**src/rtl/arbitro_ponderado.sv**
```systemverilog
// arbitro_ponderado: weighted round-robin arbiter that moves words from four
// source FIFOs to four destination FIFOs. It pops the granted source and pushes
// the word to its destination one cycle later. Destination almost-full flags
// block pops.
module arbitro_ponderado #(
   parameter logic [2:0] W0 = 3'd4,
   parameter logic [2:0] W1 = 3'd3,
   parameter logic [2:0] W2 = 3'd2,
   parameter logic [2:0] W3 = 3'd1
) (
   input  logic       clk,
   input  logic       reset_L,
   input  logic [3:0] FIFO_empty,
   input  logic [3:0] Almost_full,
   input  logic [7:0] dest,
   output logic [3:0] Pops,
   output logic [3:0] Push,
   output logic [1:0] grant,
   output logic       idle
);

   typedef enum logic {IDLE, SERVE} state_t;

   state_t     state_q, state_d;
   logic [1:0] grant_q, grant_d;
   logic [2:0] credit_q, credit_d;
   logic [3:0] push_q, push_d;

   logic [1:0] head_dest;
   logic [1:0] next_grant;
   logic       eligible;
   logic       pop_en;

   // A weight of zero still grants one pop per round.
   function automatic logic [2:0] weight_of(input logic [1:0] idx);
      logic [2:0] w;
      case (idx)
         2'd0: w = W0;
         2'd1: w = W1;
         2'd2: w = W2;
         2'd3: w = W3;
      endcase
      return (w == 3'd0) ? 3'd1 : w;
   endfunction

   assign next_grant = grant_q + 2'd1;

   // Select the head-word destination of the granted source and decide whether it may pop.
   always_comb begin
      case (grant_q)
         2'd0: head_dest = dest[1:0];
         2'd1: head_dest = dest[3:2];
         2'd2: head_dest = dest[5:4];
         2'd3: head_dest = dest[7:6];
      endcase
      eligible = !FIFO_empty[grant_q] && !Almost_full[head_dest];
      pop_en   = reset_L && (state_q == SERVE) && eligible;
   end

   // State, grant, credit and push registers with synchronous active-low reset.
   always_ff @(posedge clk) begin
      if (!reset_L) begin
         state_q  <= IDLE;
         grant_q  <= '0;
         credit_q <= weight_of(2'd0);
         push_q   <= '0;
      end else begin
         state_q  <= state_d;
         grant_q  <= grant_d;
         credit_q <= credit_d;
         push_q   <= push_d;
      end
   end

   // Next state: IDLE/SERVE transitions, credit consumption and grant rotation.
   always_comb begin
      state_d  = state_q;
      grant_d  = grant_q;
      credit_d = credit_q;
      push_d   = pop_en ? (4'b0001 << head_dest) : '0;
      case (state_q)
         IDLE: begin
            if (FIFO_empty != 4'b1111) state_d = SERVE;
         end
         SERVE: begin
            if (FIFO_empty == 4'b1111) begin
               state_d = IDLE;
            end else if (pop_en && (credit_q > 3'd1)) begin
               credit_d = credit_q - 3'd1;
            end else begin
               // Last credit used, or a bubble: move on and drop any leftover credit.
               grant_d  = next_grant;
               credit_d = weight_of(next_grant);
            end
         end
      endcase
   end

   // Outputs: combinational pop from current state, registered push.
   always_comb begin
      Pops  = pop_en ? (4'b0001 << grant_q) : '0;
      Push  = push_q;
      grant = grant_q;
      idle  = (state_q == IDLE);
   end

endmodule

```
**config.mk**
```make
export PLATFORM = sky130hd
export DESIGN_NAME = arbitro_ponderado
export DESIGN_NICKNAME = d
export VERILOG_FILES = /design/src/rtl/arbitro_ponderado.sv
export SDC_FILE = /design/constraint.sdc
export NUM_CORES = 1
export LEC_CHECK = 0
export BUFFER_PORTS_ARGS = -buffer_cell sky130_fd_sc_hd__buf_2
export CAP_MARGIN = 20
export CORE_MARGIN = 4
export CORE_UTILIZATION = 40
export DETAILED_ROUTE_END_ITERATION = 7
export HOLD_SLACK_MARGIN = 0.1
export PLACE_DENSITY = 0.73
export SYNTH_ARGS = -nofsm -noshare
export SYNTH_HDL_FRONTEND = slang
export SYNTH_SLANG_ARGS = --single-unit
```
**constraint.sdc**
```tcl
create_clock -name clk -period 5.1 [get_ports clk]
set_clock_uncertainty 0.2 [all_clocks]
set_input_delay 1.275 -clock clk [delete_from_list [all_inputs] [get_ports clk]]
set_output_delay 1.275 -clock clk [all_outputs]
set_load 0.03 [all_outputs]
```
==> results of run 1 <==
==> final timing paths <==
| kind | from | to | slack (ns) |
|---|---|---|---|
| min reg2reg | credit_q[0] | credit_q[0] | 0.31 |
| max reg2reg | grant[0] | grant[0] | 2.13 |
| min | credit_q[0] | credit_q[0] | 0.31 |
| max | dest[0] | Pops[2] | 0.60 |
==> worst max-delay path, stage by stage <==
cell	delay [ns]
buf_2	0.10
mux2_2	0.33
a22oi_1	0.25
mux2i_1	0.16
o221ai_1	0.47
and3_2	0.26
buf_2	0.19
==> power groups by stage <==
stage / Combinational [mW] / Sequential, mW / Clock (mW)
2_1_floorplan: 0.130 / 0.112 / 0
3_3_place_gp: 0.177 / 0.105 / 0
3_5_place_dp: 0.181 / 0.106 / 0
4_1_cts: 0.181 / 0.104 / 0.0728
5_1_grt: 0.202 / 0.107 / 0.0771
6_report: 0.181 / 0.104 / 0.0733
==> placed cells by master (no fill, tap or decap), types with 2 or more instances in the layout <==
cell type  instances
mux2_2             3
nand4_1            2
nor2b_1            4
and2_1             2
o21ai_0            3
nor3_1             4
nand2_1           12
and3_1             3
a22oi_1            3
o211ai_1           2
dfxtp_1           10
ha_1               9
nand2b_1           3
nand3_1            5
mux2i_1            4
a21oi_1            5
nor2_1             5
buf_2             28
or4_1              2
inv_1              8
clkbuf_4           3
==> sequential cells by signal (all words and copies together) (netlist names) <==
| signal | flops |
|---|---|
| credit_q | 3 |
| Push | 4 |
| grant | 2 |
| state_q | 1 |
==> synth_stat cells (all sizes together) (3+ instances only) <==
master / count / area, µm²
mux2: 3 / 33.8
mux2i: 4 / 40.0
nor2: 5 / 18.8
nor2b: 4 / 25.0
o21ai: 3 / 15.0
nand3: 5 / 25.0
nor3: 4 / 20.0
dfxtp: 10 / 200
ha: 9 / 113
and3: 4 / 26.3
a22oi: 3 / 22.5
a21oi: 5 / 25.0
nand2b: 3 / 18.8
nand2: 12 / 45.0
inv: 8 / 30.0
==> cells by family after synthesis <==
logic type                 Yosys count  synth area share
AOI/OAI and AO/OA                   26             0.224
buffers and inverters               10            0.0437
muxes                                7            0.0859
and+or+nand+nor                     45             0.272
DFF                                 10             0.233
adders and majority gates            9             0.131
xor gates and xnor gates             1            0.0102
==> cell type report <==
class,count,share of cell area
Clock buffer,4,0.0342
Inverter,8,0.0283
Multi-Input combinational cell,88,0.585
Sequential cell,10,0.188
Tap cell,27,0.0318
Timing Repair Buffer,28,0.132
==> stage by stage <==
step / utilization / setup slack, ns / power (mW)
final: 0.531 / 0.597 / 0.359
after global routing: 0.531 / 0.465 / 0.386
after CTS: 0.531 / 0.619 / 0.358
after detailed placement: 0.513 / 0.619 / 0.287
after global placement: 0.513 / 0.735 / 0.282
after floorplan: - / 0.990 / 0.242
==> routing by layer <==
metal / routed length (µm) / GRT usage
met5: 0 / 0
met4: 41 / 0.0622
met3: 64 / 0.0109
met2: 954 / 0.237
met1: 947 / 0.199
==> impl_metrics.tcl, run 1 <==
set metrics [dict create \
    synth_ff_type "dfxtp_1" \
    ys_types 38 \
    rsz0062_at_grt "false" \
    syn-cell-area_um2 860 \
    grtUsageTotal 0.147 \
    drt-pass1-iter-count 4 \
    crit_path_start_kind "input pin" \
    first_global_vias 780 \
    syn-num-nets 135 \
    arrival_ns 3.03 \
    synth_warnings 0 \
    post-route-min-period_ns 4.50 \
    antenna_found_initial 0 \
    detailed_place_hpwl_mm 1.64 \
    die_x_um 54.4 \
    vias 904 \
    synth_seq_area_share 0.233 \
    placed_area_um2 1030 \
    setup_viol 0 \
    drt_iter0_drc 21 \
    antenna_cells 0 \
    p_leak_nw 0.506 \
    die_area_um2 2950 \
    stdcell_count 165 \
    combinationalPowerShare 0.506 \
    hold_viol_final 0 \
    worstMarginPinSlew_ns 0.526 \
    area_growth_pct 23.6 \
    cts_max_path_buffers 2 \
    hold_class "reg2reg" \
    min_path_cells 2 \
    start_util 0.429 \
    numCtsBuffers 3 \
    crit_required_ns 3.62 \
    cp-end-kind "output port" \
    grt_remaining_overflow 0 \
    grt_first_pass_wirelength_mm 3.31 \
    cts_setup_buffers 0 \
    sw_frac_of_total 0.425 \
    place.gp.congestion 0.860 \
    seq_area_um2 200 \
    synthArstFlopShare 0 \
    clkTransAtPathRegs_ns 0.06 \
    relSlewSlack 0.649 \
    wl_per_cell_um 12.2 \
    insertion_delay_ns 0.28 \
    ir_drop_uv 168 \
    rows 16 \
    finalCritPeriodShare 0.883 \
    fillers 199 \
    syn_inst 108 \
    via_per_inst 5.48 \
    syn_avg_cell_area_um2 7.96 \
    wl_mm 2.01 \
    seq_power_share 0.290 \
    root_buffer "clkbuf_4" \
    cts_hold_buf 0 \
    drcViolationCount 0 \
    grt_max_degree 12 \
    synth_edf_count 0 \
    clkSinkCount 10 \
    drv_cap 0 \
    drive_gt1_frac 0.268 \
    max_freq_mhz 222 \
    crit_type "in2out" \
    p_per_area_nw_per_um2 338 \
    cts_tree "built" \
    die_h_um 54.4 \
    dp.cells 161 \
    worstPathMaxFanout 7 \
    core_um2 2000 \
    portBuffers 28 \
    final_nets 166 \
    maxSlewViolCount 0 \
    intPower_mw 0.206 \
    final_cell_area_um2 1060 \
    hold_slack_ns 0.306 \
    switching_power_mw 0.152 \
    rr_worst_depth 8 \
    status "finished, final reports clean" \
    multiInputGateArea_um2 622 \
    postRouteAntennaNets 0 \
    htreeDepth 1 \
    synth_seq_cells 10 \
    post_cts_resized 0 \
    power_frac_clock 0.204 \
    pin_count 29 \
    fin_setup_tns_ns 0 \
]
(Power assumes the default switching activity.)
==> run 2, diff against run 1 <==
--- a/config.mk
+++ b/config.mk
@@ -5,13 +5,14 @@
 export SDC_FILE = /design/constraint.sdc
 export NUM_CORES = 1
 export LEC_CHECK = 0
+export ABC_AREA = 1
 export BUFFER_PORTS_ARGS = -buffer_cell sky130_fd_sc_hd__buf_2
 export CAP_MARGIN = 20
 export CORE_MARGIN = 4
 export CORE_UTILIZATION = 40
 export DETAILED_ROUTE_END_ITERATION = 7
 export HOLD_SLACK_MARGIN = 0.1
-export PLACE_DENSITY = 0.73
+export PLACE_DENSITY = 0.74
 export SYNTH_ARGS = -nofsm -noshare
 export SYNTH_HDL_FRONTEND = slang
 export SYNTH_SLANG_ARGS = --single-unit
==> run 2 against run 1 <==
Effect of this change:
- core utilization rose by 1.8 points
- power fell by 34%
- hold slack got worse by 0.010 ns
- combinational power down 47%
- register-to-register slack better by 0.72 ns
- via count fell by 13%
- fmax increased by 18%
- largest power group unchanged
==> impl_metrics.tcl, run 2 <==
set metrics [dict create \
    status "finished, final reports clean" \
    setup_viol 0 \
    syn-num-nets 145 \
    finalPower_mw 0.236 \
    worstMarginPinSlew_ns 0.358 \
    worstPathMaxFanout 5 \
    max_freq_mhz 263 \
    dp.cells 171 \
    portBuffers 28 \
    crit_path_start_kind "input pin" \
    start_util 0.440 \
    post_cts_resized 0 \
    p_per_area_nw_per_um2 241 \
    drive_gt1_frac 0.289 \
    drt_iter0_drc 7 \
    synth_top_area_frac 0.255 \
    p_leak_nw 0.555 \
    grt_first_pass_wirelength_mm 2.79 \
    cts_max_path_buffers 2 \
    arrival_ns 2.33 \
    detailed_place_hpwl_mm 1.35 \
    utilization 0.549 \
    synth_seq_area_share 0.255 \
    die_area_um2 2730 \
    largest_reg_flops 4 \
    insertion_delay_ns 0.25 \
    root_buffer "clkbuf_4" \
    crit_required_ns 3.62 \
    maxSlewViolCount 0 \
    area_growth_pct 24.7 \
    critPathTopFamily "simple AND/OR/NAND/NOR gates" \
    drv_cap 0 \
    finalCritPeriodShare 0.746 \
    die_x_um 52.3 \
    top_layer "met3" \
    wl_met1_um 690 \
    synth_edf_count 0 \
    ys_types 23 \
    cts_hold_buf 0 \
    crit_path_max_incr_delay_ns 0.22 \
    ff2ff_setup_slack_ns 2.85 \
    fillers 182 \
    first_global_vias 753 \
    synth_warnings 0 \
    endpoint "Pops[1]" \
    reg2reg_from "grant[0]" \
    synthArstFlopShare 0 \
    die_h_um 52.3 \
    cts_tree "built" \
    antenna_found_initial 0 \
    synth_ff_type "dfxtp_1" \
    cp-end-kind "output port" \
    htreeDepth 1 \
    syn-cell-area_um2 785 \
    rsz0062_at_grt "false" \
    r2r-end "grant[0]" \
    met3_length_um 133 \
    pin_count 29 \
    rr_worst_depth 12 \
    fin_setup_tns_ns 0 \
    final_nets 178 \
    relSlewSlack 0.761 \
    clkTransAtPathRegs_ns 0.06 \
    grtUsageTotal 0.132 \
    core_um2 1780 \
    final_cell_area_um2 978 \
    path_cells "buf_2 -> nand2_1 -> nand2_1 -> o21ai_4 -> nand2_2 -> nand3_2 -> nand3_1 -> nor2_1 -> buf_2" \
    worst-path-buf-inv 2 \
    detailedPlace.worstSlack_ns 1.29 \
    grt_max_degree 10 \
    stdcell_count 174 \
    wl_mm 1.57 \
    rows 15 \
    postRouteAntennaNets 0 \
    grt_remaining_overflow 0 \
    ir_drop_uv 180 \
    drt-pass1-iter-count 4 \
    placed_area_um2 956 \
    drcViolationCount 0 \
    numCtsBuffers 3 \
    final_cell_mix "28 x buf_2, 22 x inv_1, 22 x nand2_1" \
    fin_ws_ns 1.29 \
    vias 787 \
    cp_slowest_cell "o21ai_4" \
    met2WireLength_um 747 \
    crit_path_start "dest[2]" \
    synth_top_area_cell "dfxtp_1" \
    clkSinkCount 10 \
    cp.depth 9 \
    multiInputGateArea_um2 494 \
    via_per_inst 4.52 \
    place.gp.congestion 0.713 \
    antenna_cells 0 \
    yosys-top-cells-count "22 x inv_1, 22 x nand2_1, 21 x nor2_1" \
    cts_setup_buffers 0 \
    synthTopCellsByArea "dfxtp_1 26%, ha_1 14%, inv_1 11%" \
    layout_commonest_cell "buf_2" \
    hold_viol_final 0 \
    seq_area_um2 200 \
    crit_type "in2out" \
    wl_per_cell_um 9.03 \
    syn_avg_cell_area_um2 6.65 \
    syn_inst 118 \
    synth_seq_cells 10 \
    hold_slack_ns 0.295 \
    post-route-min-period_ns 3.81 \
    hold_class "reg2reg" \
]
## run 2: worst min-delay path, delay by kind of cell, from the launching register on
family / cells / cell delay, ns
flip-flops: 1 / 0.32
AO/OA/AOI/OAI: 1 / 0.05
AND/OR/NAND/NOR: 1 / 0.08
## run 2: cell families after synthesis
kind of cell	synth area share
AO/OA/AOI/OAI	0.105
adder cells (fa/ha/maj)	0.144
XOR/XNOR	0.0223
flip-flops	0.255
AND/OR/NAND/NOR	0.359
buffers and inverters	0.115
## run 2: cell type report
class	instances	area share
Multi-Input combinational cell	84	0.505
Sequential cell	10	0.205
Timing Repair Buffer	28	0.143
Inverter	24	0.0921
Tap cell	25	0.0320
Clock buffer	3	0.0230
## run 2: power by group
part	switching (mW)	total [mW]	internal, mW
Sequential	0.00653	0.0907	0.0842
Combinational	0.0588	0.0953	0.0365
Clock	0.0226	0.0496	0.0270
Total	0.0880	0.236	0.148
## run 2: per-layer routing
metal  track usage  vias to the layer above
met3        0.0541                        0
met4        0.0255                        0
met2         0.238                       24
met5             0                        -
met1         0.144                      339
li1              -                      424
## run 2: how the worst min path moves through the flow
stage	from	endpoint	cells after the start
3_5_place_dp	credit_q[1]	credit_q[1]	2
4_1_cts	credit_q[1]	credit_q[1]	2
6_report	credit_q[1]	credit_q[1]	2
3_3_place_gp	credit_q[1]	credit_q[1]	2
2_1_floorplan	credit_q[1]	credit_q[1]	2
5_1_grt	credit_q[1]	credit_q[1]	2
